--- config.mk ---
export PLATFORM = sky130hd
export DESIGN_NAME = uart_tx_arbiter
export DESIGN_NICKNAME = d
export VERILOG_FILES = /design/src/rtl/uart_tx_arbiter.sv
export SDC_FILE = /design/constraint.sdc
export NUM_CORES = 1
export LEC_CHECK = 0
export BUFFER_PORTS_ARGS = -buffer_cell sky130_fd_sc_hd__buf_2
export CORE_UTILIZATION = 40
export CTS_BUF_LIST = sky130_fd_sc_hd__clkbuf_4 sky130_fd_sc_hd__clkbuf_8
export CTS_CLUSTER_SIZE = 30
export DETAILED_ROUTE_END_ITERATION = 10
export PLACE_DENSITY = 0.67
export SKIP_CTS_REPAIR_TIMING = 1
export SLEW_MARGIN = 40
export SYNTH_ARGS = -nofsm -noshare
export SYNTH_HDL_FRONTEND = slang
export SYNTH_SLANG_ARGS = --single-unit
export TNS_END_PERCENT = 50
--- constraint.sdc ---
create_clock -name clk -period 4 [get_ports clk]
set_input_delay 0.2 -clock clk [delete_from_list [all_inputs] [get_ports clk]]
set_output_delay 0.2 -clock clk [all_outputs]
set_load 0.02 [all_outputs]
--- src/rtl/uart_tx_arbiter.sv ---
// uart_tx_arbiter: round-robin arbiter feeding several byte streams into one UART TX FIFO
// Ports:
//   clk, rst_n                      clock, synchronous active-low reset
//   enable_i                        allows new grants (never cuts a running burst)
//   flush_i                         aborts the current grant
//   req_valid_i/req_data_i/req_last_i  per-requester byte stream, requester k on data[8k+7:8k]
//   req_ready_o                     per-requester byte accepted this cycle
//   tx_d_o, tx_d_valid_o, tx_full_i FIFO enqueue side and its full backpressure
//   grant_o, busy_o                 one-hot current owner, grant held
module uart_tx_arbiter #(
  parameter int NUM_REQ   = 4,
  parameter int MAX_BURST = 16
) (
  input  logic                 clk,
  input  logic                 rst_n,
  input  logic                 enable_i,
  input  logic                 flush_i,
  input  logic [NUM_REQ-1:0]   req_valid_i,
  input  logic [8*NUM_REQ-1:0] req_data_i,
  input  logic [NUM_REQ-1:0]   req_last_i,
  output logic [NUM_REQ-1:0]   req_ready_o,
  output logic [7:0]           tx_d_o,
  output logic                 tx_d_valid_o,
  input  logic                 tx_full_i,
  output logic [NUM_REQ-1:0]   grant_o,
  output logic                 busy_o
);
  localparam int PW = (NUM_REQ > 1) ? $clog2(NUM_REQ) : 1;
  localparam logic [8:0] MB = 9'(MAX_BURST);
  typedef enum logic {IDLE, BURST} state_t;
  state_t state_q, state_d;
  logic [NUM_REQ-1:0] grant_q, grant_d;
  logic [PW-1:0] idx_q, idx_d, last_ptr, ptr_d, win_idx, cand;
  logic [8:0] cnt_q, cnt_d;
  logic found, active, xfer;
  // outputs are held quiet while reset is asserted so no byte is taken from a requester
  assign active = state_q == BURST && rst_n;
  assign xfer = active && !flush_i && req_valid_i[idx_q] && !tx_full_i;
  assign tx_d_valid_o = xfer;
  assign req_ready_o = xfer ? grant_q : '0;
  assign tx_d_o = active ? req_data_i[{idx_q, 3'b000} +: 8] : 8'h00;
  assign grant_o = grant_q;
  assign busy_o = state_q == BURST;
  // search starts one past the last released owner and wraps
  always_comb begin
    win_idx = '0;
    found = 1'b0;
    cand = '0;
    for (int i = 1; i <= NUM_REQ; i++) begin
      cand = PW'((int'(last_ptr) + i) % NUM_REQ);
      if (!found && req_valid_i[cand]) begin
        found = 1'b1;
        win_idx = cand;
      end
    end
  end
  always_comb begin
    state_d = state_q;
    grant_d = grant_q;
    idx_d = idx_q;
    cnt_d = cnt_q;
    ptr_d = last_ptr;
    if (flush_i) begin
      state_d = IDLE;
      grant_d = '0;
      cnt_d = '0;
    end else if (state_q == IDLE) begin
      if (enable_i && found) begin
        state_d = BURST;
        grant_d = {{(NUM_REQ-1){1'b0}}, 1'b1} << win_idx;
        idx_d = win_idx;
        cnt_d = '0;
      end
    end else if (xfer) begin
      cnt_d = cnt_q + 9'd1;
      if (req_last_i[idx_q] || cnt_q + 9'd1 == MB) begin
        state_d = IDLE;
        grant_d = '0;
        cnt_d = '0;
        ptr_d = idx_q;
      end
    end
  end
  always_ff @(posedge clk) begin
    if (!rst_n) begin
      state_q <= IDLE;
      grant_q <= '0;
      idx_q <= '0;
      cnt_q <= '0;
      last_ptr <= PW'(NUM_REQ - 1);
    end else begin
      state_q <= state_d;
      grant_q <= grant_d;
      idx_q <= idx_d;
      cnt_q <= cnt_d;
      last_ptr <= ptr_d;
    end
  end
endmodule

==> summary.md, run 1 <==
| Metric | Value |
|---|---|
| Cts bufs inserted | 3 |
| Leak Pwr | approximately 0.00079 uW |
| Fin. max-slew vios | 0 |
| Synthesized Nets | 199 |
| Initial antenna violation count | 0 |
| CP Capture Type | output pin |
| Final GP Congestion | 0.837 |
| Die ar. | 3660 um2 |
| Die Y | 60.5 um |
| Post-Syn Instances | 153 |
| Clock Tree Root | clkbuf_4 |
| Row cnt | 20 |
| HP Class | input port to register |
| Run status | finished clean |
| Critical Path AT | 2.22 ns |
| Setup TNS | 0 ns |
| Fin util | 54.7% |
| Critical path, cell by cell | mux4_2 > and4b_4 > and2_1 > buf_2 |
| Area share of the largest cell type after synthesis | 26.3% |
| Via count | approximately 1,400 |
| Area leader, netlist | dfxtp_1 |
| # port buffers | 62 |
| Critical R2R Launch | idx_q[0] |
| Setup Skew | 0.00382 ns |
| Vias in the first global route | ~1,400 |
| DRC violations left | 0 |
| Initial core utilization | between 40% and 50% |
| Worst Tran Pin Value | around 0.67 ns |
| Max VDD drop | 0.000188 V |
| R2R cell count | 6 |
| Pwr Density | 218 nW/um2 |
| Mapped cell area | 1370 um2 |
| Initial detailed-routing violation count | 41 |
| Maxcap violations | 0 |
| Warning count from the yosys run | 0 |
| Final setup violation count | 0 |
| Most common cell after layout, fill and taps aside | buf_2 |
| RSZ-0062 raised after global routing | no |
| CP Class | register to output pin |
| Fillers | 311 |
| Total grt overflow | 0 |
| Clk slew on worst S/H paths | 0.10 ns |
| Clock net sink count | 18 |
| Slowest stage delay, CP | approximately 0.76 ns |
| Core area | 3150 um2 |
| Boundary pin count | 63 |
| R2r endpoint | cnt_q[2] |
| Remaining antenna violation count | 0 |
| Worst hold margin | 0.233 ns |
| Pin count of the biggest net entering global routing | 16 |
| Average wire per standard cell | 13.5 um |
| Hold EP | last_ptr[1] |
| Fmax | 413 MHz |
| CTS max path bufs | 2 |
| Share of layout cells above drive strength 1 | 40.3% |
| Slew headroom | a little under three fifths |
| Period utilisation layout | about 61% |
| Max FO, Critical Path | 12 |
| Period minus WS final | 2.42 ns |
| Worst Min Path Start | rst_n |
| Synthesized flop and latch total | 18 |
| Final HPWL DP | 2.79 mm |
| Layout area overhead | 25.8% |
| DRT Pass-1 Iters | 4 |
| Vias per cell | roughly 5.3 |
| Commonest non-fill, non-tap cells in the layout | buf_2 (62), dfxtp_1 (18), nand2_1 (16), nand3_1 (16), nor2b_1 (12) |
| Cell variety after synth | 41 |
| Worst R2R Setup Slack | 1.62 ns |
| Latest clock arrival within the worst-skew pair | 0.30 ns |
| Slowest-stage cell, CP | dfxtp_1 |
| Global Route Usage Sum | roughly a fifth |
| Die width | 60.5 um |
| Critical path startpoint category | register |
| Final hold viol count | 0 |
| Antenna diodes | 0 |
| TritonCTS clock tree | yes |
| First-pass GRT wire length | 5.79 mm |
| Final #Nets | 258 |
| H-tree levels | 1 |
| DRT Wirelength | approximately 3.4 mm |
| Mapped Avg Cell Area | 8.95 um2 |
| Sequential area share after synthesis | 26.3% |
| Largest cells by area after synthesis | dfxtp_1 (26%), mux4_2 (16%), mux2i_1 (5.8%), nand3_1 (5.8%), nor2b_1 (5.5%) |
| Depth of the worst hold-timing path | 2 |
| Worst EP required | between 3 and 4 ns |
## per-stage QoR
stage	total power, uW	setup slack, ns	cell area (um2)	instances
floorplan	235	2.25	1370	153
global placement	265	1.72	1690	251
detailed placement	268	1.63	1690	251
CTS	380	1.55	1720	255
global route	395	1.36	1720	255
finish	376	1.58	1720	255
## flip-flops by register name, indices dropped and copies added, names as in the netlist
name      count
busy_o        1
idx_q         2
cnt_q         9
last_ptr      2
grant_o       4
## how the worst max path moves through the flow
stage	cells past startpoint	slack, ns	start	end
finish	4	1.58	idx_q[0]	req_ready_o[2]
global route	6	1.36	idx_q[0]	cnt_q[2]
CTS	4	1.55	idx_q[0]	req_ready_o[0]
detailed placement	6	1.63	idx_q[0]	cnt_q[7]
global placement	6	1.72	idx_q[0]	cnt_q[7]
floorplan	7	2.25	cnt_q[0]	grant_o[0]
## power by group
| part | switching, uW | internal (uW) | leakage [uW] |
|---|---|---|---|
| Sequential | 5.99 | 181 | 0.000145 |
| Clock | 57.5 | 55.5 | 0.0000210 |
| Combinational | 34.6 | 41.1 | 0.000624 |
## logic make-up after synthesis
group / after synthesis / share of synthesized area [%]
adders and majority gates: 1 / 0.913
and+or+nand+nor: 81 / 33.7
DFF: 18 / 26.3
AOI/OAI and AO/OA: 24 / 12.1
buffers and inverters: 10 / 4.02
muxes: 18 / 22.3
xor gates and xnor gates: 1 / 0.639
## critical path, delay by kind of cell (launching register included)
family	cells	cell delay, ns
buffers and inverters	1	0.15
flip-flops	1	0.76
AND/OR/NAND/NOR	2	0.43
multiplexers	1	0.58
## synth_stat cells
cell type and number:
a31o_1 1, nor2_1 10, nor3_2 1, ha_1 1
a21oi_4 1, clkbuf_1 3, o221ai_1 1, and4b_4 1
and3_1 8, or2_2 1, nand2b_1 2, a21oi_1 7
nor2b_1 12, nand4_1 1, and2_4 1, buf_6 2
o21ai_0 2, mux2i_1 8, nand3_1 16, o21ai_1 1
nor2_8 1, and3_4 1, nand2_1 16, a31oi_1 2
inv_1 2, nor3_1 2, nor4_2 1, xor2_1 1
dfxtp_1 18, and4_1 1, nand3b_1 1, o211ai_1 2
buf_2 2, a21o_1 1, a22oi_1 3, and2_1 5
a211oi_1 1, a21oi_2 1, o41ai_1 1, buf_1 1
mux4_2 10
## per-layer routing
layer	vias up	GRT usage (%)	routed length [um]
li1	681	-	-
met1	635	23.2	1370
met2	42	39.9	1840
met3	4	5.76	190
met4	0	6.49	39
met5	-	0	0
## area by class of cell
| cell class | count | area [um2] | area share [%] |
|---|---|---|---|
| inverter | 2 | 7.51 | 0.435 |
| tap | 44 | 55.1 | 3.19 |
| multi-input combinational | 125 | 955 | 55.4 |
| clock buffer | 4 | 36.3 | 2.10 |
| timing repair buffer | 62 | 310 | 18.0 |
| sequential | 18 | 360 | 20.9 |
No activity file was read; power rests on OpenSTA's default activity.
==> run 2: changes to the inputs <==
--- a/config.mk
+++ b/config.mk
@@ -5,12 +5,13 @@
 export SDC_FILE = /design/constraint.sdc
 export NUM_CORES = 1
 export LEC_CHECK = 0
+export ABC_AREA = 1
 export BUFFER_PORTS_ARGS = -buffer_cell sky130_fd_sc_hd__buf_2
 export CORE_UTILIZATION = 40
 export CTS_BUF_LIST = sky130_fd_sc_hd__clkbuf_4 sky130_fd_sc_hd__clkbuf_8
 export CTS_CLUSTER_SIZE = 30
 export DETAILED_ROUTE_END_ITERATION = 10
-export PLACE_DENSITY = 0.67
+export PLACE_DENSITY = 0.65
 export SKIP_CTS_REPAIR_TIMING = 1
 export SLEW_MARGIN = 40
 export SYNTH_ARGS = -nofsm -noshare
==> constraint.sdc (replaced) <==
create_clock -name clk -period 2.4 [get_ports clk]
set_input_delay 0.12 -clock clk [delete_from_list [all_inputs] [get_ports clk]]
set_output_delay 0.12 -clock clk [all_outputs]
set_load 0.02 [all_outputs]
==> run 2 against run 1 <==
Net effect:
- die area grew 12%
- sequential power up 66%
- design area grew 13%
- core utilization decreased by 1.7 points
- critical path depth grew 3
- area after synthesis is 13% higher
- critical path type unchanged
==> summary.md, run 2 <==
| Metric | Value |
|---|---|
| Die Y | 64.1 um (was 60.5 um) |
| Max FO, Critical Path | 6 (was 12) |
| Pwr Density | 380 nW/um2 (was 218 nW/um2) |
| Initial antenna violation count | 0 (unchanged) |
| Fillers | 393 (was 311) |
| CP Class | register to output pin (unchanged) |
| Mapped Avg Cell Area | 5.78 um2 (was 8.95 um2) |
| Initial core utilization | 41.9% (was 43.5%) |
| Run status | finished clean (unchanged) |
| Cell variety after synth | 28 (was 41) |
| Layout area overhead | 26.5% (was 25.8%) |
| Remaining antenna violation count | 0 (unchanged) |
| Synthesized Nets | 313 (was 199) |
| Placed Cells | 372 (was 251) |
| Worst EP required | 2.28 ns (was 3.80 ns) |
| Area leader, netlist | dfxtp_1 (unchanged) |
| Critical path startpoint category | register (unchanged) |
| Final HPWL DP | 3.02 mm (was 2.79 mm) |
| Commonest non-fill, non-tap cells in the layout | nand2_1 (71), buf_2 (62), nor2_1 (46) (was buf_2 (62), dfxtp_1 (18), nand2_1 (16), nand3_1 (16), nor2b_1 (12)) |
| Leak Pwr | 0.000958 uW (was 0.000790 uW) |
| Setup Skew | 0.00386 ns (was 0.00382 ns) |
| Top FF cell, synth | dfxtp_1 (unchanged) |
| Slew headroom | 74.2% (was 55.5%) |
| Critical path, cell by cell | inv_1 > nor3_1 > nand2_1 > a31oi_4 > inv_2 > nor2_1 > buf_2 (was mux4_2 > and4b_4 > and2_1 > buf_2) |
| First-pass GRT wire length | 6.80 mm (was 5.79 mm) |
| Fmax | ~530 MHz |
| Clock Tree Root | clkbuf_8 (was clkbuf_4) |
| Post-synth EDFFs | 0 (unchanged) |
| Critical Path AT | 1.78 ns (was 2.22 ns) |
| DRC violations left | 0 (unchanged) |
| Row cnt | 22 (was 20) |
| H-tree levels | 1 (unchanged) |
| Pin count of the biggest net entering global routing | 20 (was 16) |
| Boundary pin count | 63 (unchanged) |
| Layout Cells excl Fill | 376 (was 255) |
| Sequential area share after synthesis | 23.3% (was 26.3%) |
| Setup TNS | 0 ns (unchanged) |
| Mapped cell area | 1540 um2 (was 1370 um2) |
| Final GP Congestion | 0.830 (was 0.837) |
| Largest cells by area after synthesis | dfxtp_1 (23%), nand2_1 (17%), nor2_1 (11%), a21oi_1 (9.1%), nand3_1 (7.5%) (was dfxtp_1 (26%), mux4_2 (16%), mux2i_1 (5.8%), nand3_1 (5.8%), nor2b_1 (5.5%)) |
| Period utilisation layout | 79.0% |
| DRT Wirelength | 3.84 mm (was 3.44 mm) |
| HP Class | input port to register (unchanged) |
| Die ar. | 4110 um2 (was 3660 um2) |
| Warning count from the yosys run | 0 (unchanged) |
| Vias in the first global route | 1,605 (was 1,353) |
| Via count | 1,795 (was 1,362) |
| Clock net sink count | 18 (unchanged) |
| Initial detailed-routing violation count | 103 (was 41) |
| Die width | 64.1 um (was 60.5 um) |
| Final setup violation count | 0 (unchanged) |
| Share of layout cells above drive strength 1 | 27.1% (was 40.3%) |
| Final #Nets | 375 (was 258) |
| Vias per cell | 4.77 (was 5.34) |
| Final hold viol count | 0 (unchanged) |
| Worst Tran Pin Value | 0.387 ns (was 0.666 ns) |
| Top reg by flops | cnt_q (unchanged) |
| Maxcap violations | 0 (unchanged) |
| Cts bufs inserted | 3 (unchanged) |
| Period minus WS final | 1.90 ns |
| # port buffers | 62 (unchanged) |
| Synthesized flop and latch total | 18 (unchanged) |
| Critical path's top delay family | simple AND/OR/NAND/NOR gates (was flip-flops) |
| Largest register FFs | 9 (unchanged) |
| Top-count cell post-synth | nand2_1 (was dfxtp_1) |
| Most instantiated cells after synthesis | nand2_1 (71), nor2_1 (46), a21oi_1 (28) (was dfxtp_1 (18), nand2_1 (16), nand3_1 (16)) |
| Antenna diodes | 0 (unchanged) |
| Post-Syn Instances | 267 (was 153) |
| Total grt overflow | 0 (unchanged) |
| Slowest-stage cell, CP | dfxtp_1 (unchanged) |
| Fin. max-slew vios | 0 (unchanged) |
| Area share of the largest cell type after synthesis | 23.3% (was 26.3%) |
| Most common cell after layout, fill and taps aside | nand2_1 (was buf_2) |
| Max VDD drop | 0.000228 V (was 0.000188 V) |
| Latest clock arrival within the worst-skew pair | 0.25 ns (was 0.30 ns) |
| Slowest stage delay, CP | 0.42 ns (was 0.76 ns) |
| WP buf/inv | 3 (was 1) |
| Clk slew on worst S/H paths | 0.07 ns (was 0.10 ns) |
| CP Capture Type | output pin (unchanged) |
| Ys async rst share | 0% (unchanged) |
| CTS max path bufs | 2 (unchanged) |
| Global Route Usage Sum | 20.6% (was 21.3%) |
| Average wire per standard cell | 10.2 um (was 13.5 um) |
| TritonCTS clock tree | yes (unchanged) |
| Core area | 3690 um2 (was 3150 um2) |
| RSZ-0062 raised after global routing | no (unchanged) |
| DRT Pass-1 Iters | 4 (unchanged) |
==> run 2: routing by layer <==
metal	GRT usage, %	vias to the layer above	wire (um)
li1	-	981	-
met1	28.4	762	1970
met2	34.3	50	1660
met3	3.21	2	188
met4	3.33	0	16
met5	0	-	0
==> run 2: metrics by stage <==
stage               util [%]  setup slack, ns  instance area, um2  hold slack [ns]  power [uW]
finish                  53.0            0.505                1950            0.119         742
global route            53.0            0.315                1950            0.121         789
CTS                     53.0            0.506                1950            0.119         746
detailed placement      51.5            0.588                1900            0.379         500
global placement        51.5            0.575                1900            0.378         500
floorplan                  -            0.648                1540            0.219         435
==> run 2: final cells by class <==
class                   count  area, um2  share of cell area [%]
multi-input cells         214       1040                    53.5
repair buffers             64        325                    16.7
inverters                  28        108                    5.51
flip-flops and latches     18        360                    18.4
well taps                  48       60.1                    3.07
clock buffers               4       55.1                    2.82
==> run 2: report_power, final <==
part / switching (uW) / internal [uW] / leakage, uW
Clock: 104 / 146 / 0.0000288
Combinational: 110 / 73.2 / 0.000783
Sequential: 6.29 / 304 / 0.000146
==> run 2: cells by family after synthesis <==
family | synth area share, %
AO/OA/AOI/OAI | 21.2
XOR/XNOR | 0.567
adder cells (fa/ha/maj) | 0.810
buffers and inverters | 8.99
flip-flops | 23.3
AND/OR/NAND/NOR | 45.1
==> run 2: path summary, 6_finish.rpt <==
path / from / end / slack (ns) / depth (start not counted)
min reg2reg: cnt_q[8] / cnt_q[8] / 0.48 / 2
min: rst_n / last_ptr[0] / 0.12 / 2
max reg2reg: last_ptr[0] / cnt_q[6] / 0.55 / 12
max: busy_o / req_ready_o[2] / 0.50 / 7
==> run 2: worst reg2reg max path: cells and delay by family, from the launching register on <==
family,cells,cell delay (ns)
AOI/OAI and AO/OA,1,0.13
and+or+nand+nor,9,0.85
buffers and inverters,2,0.23
DFF,1,0.56
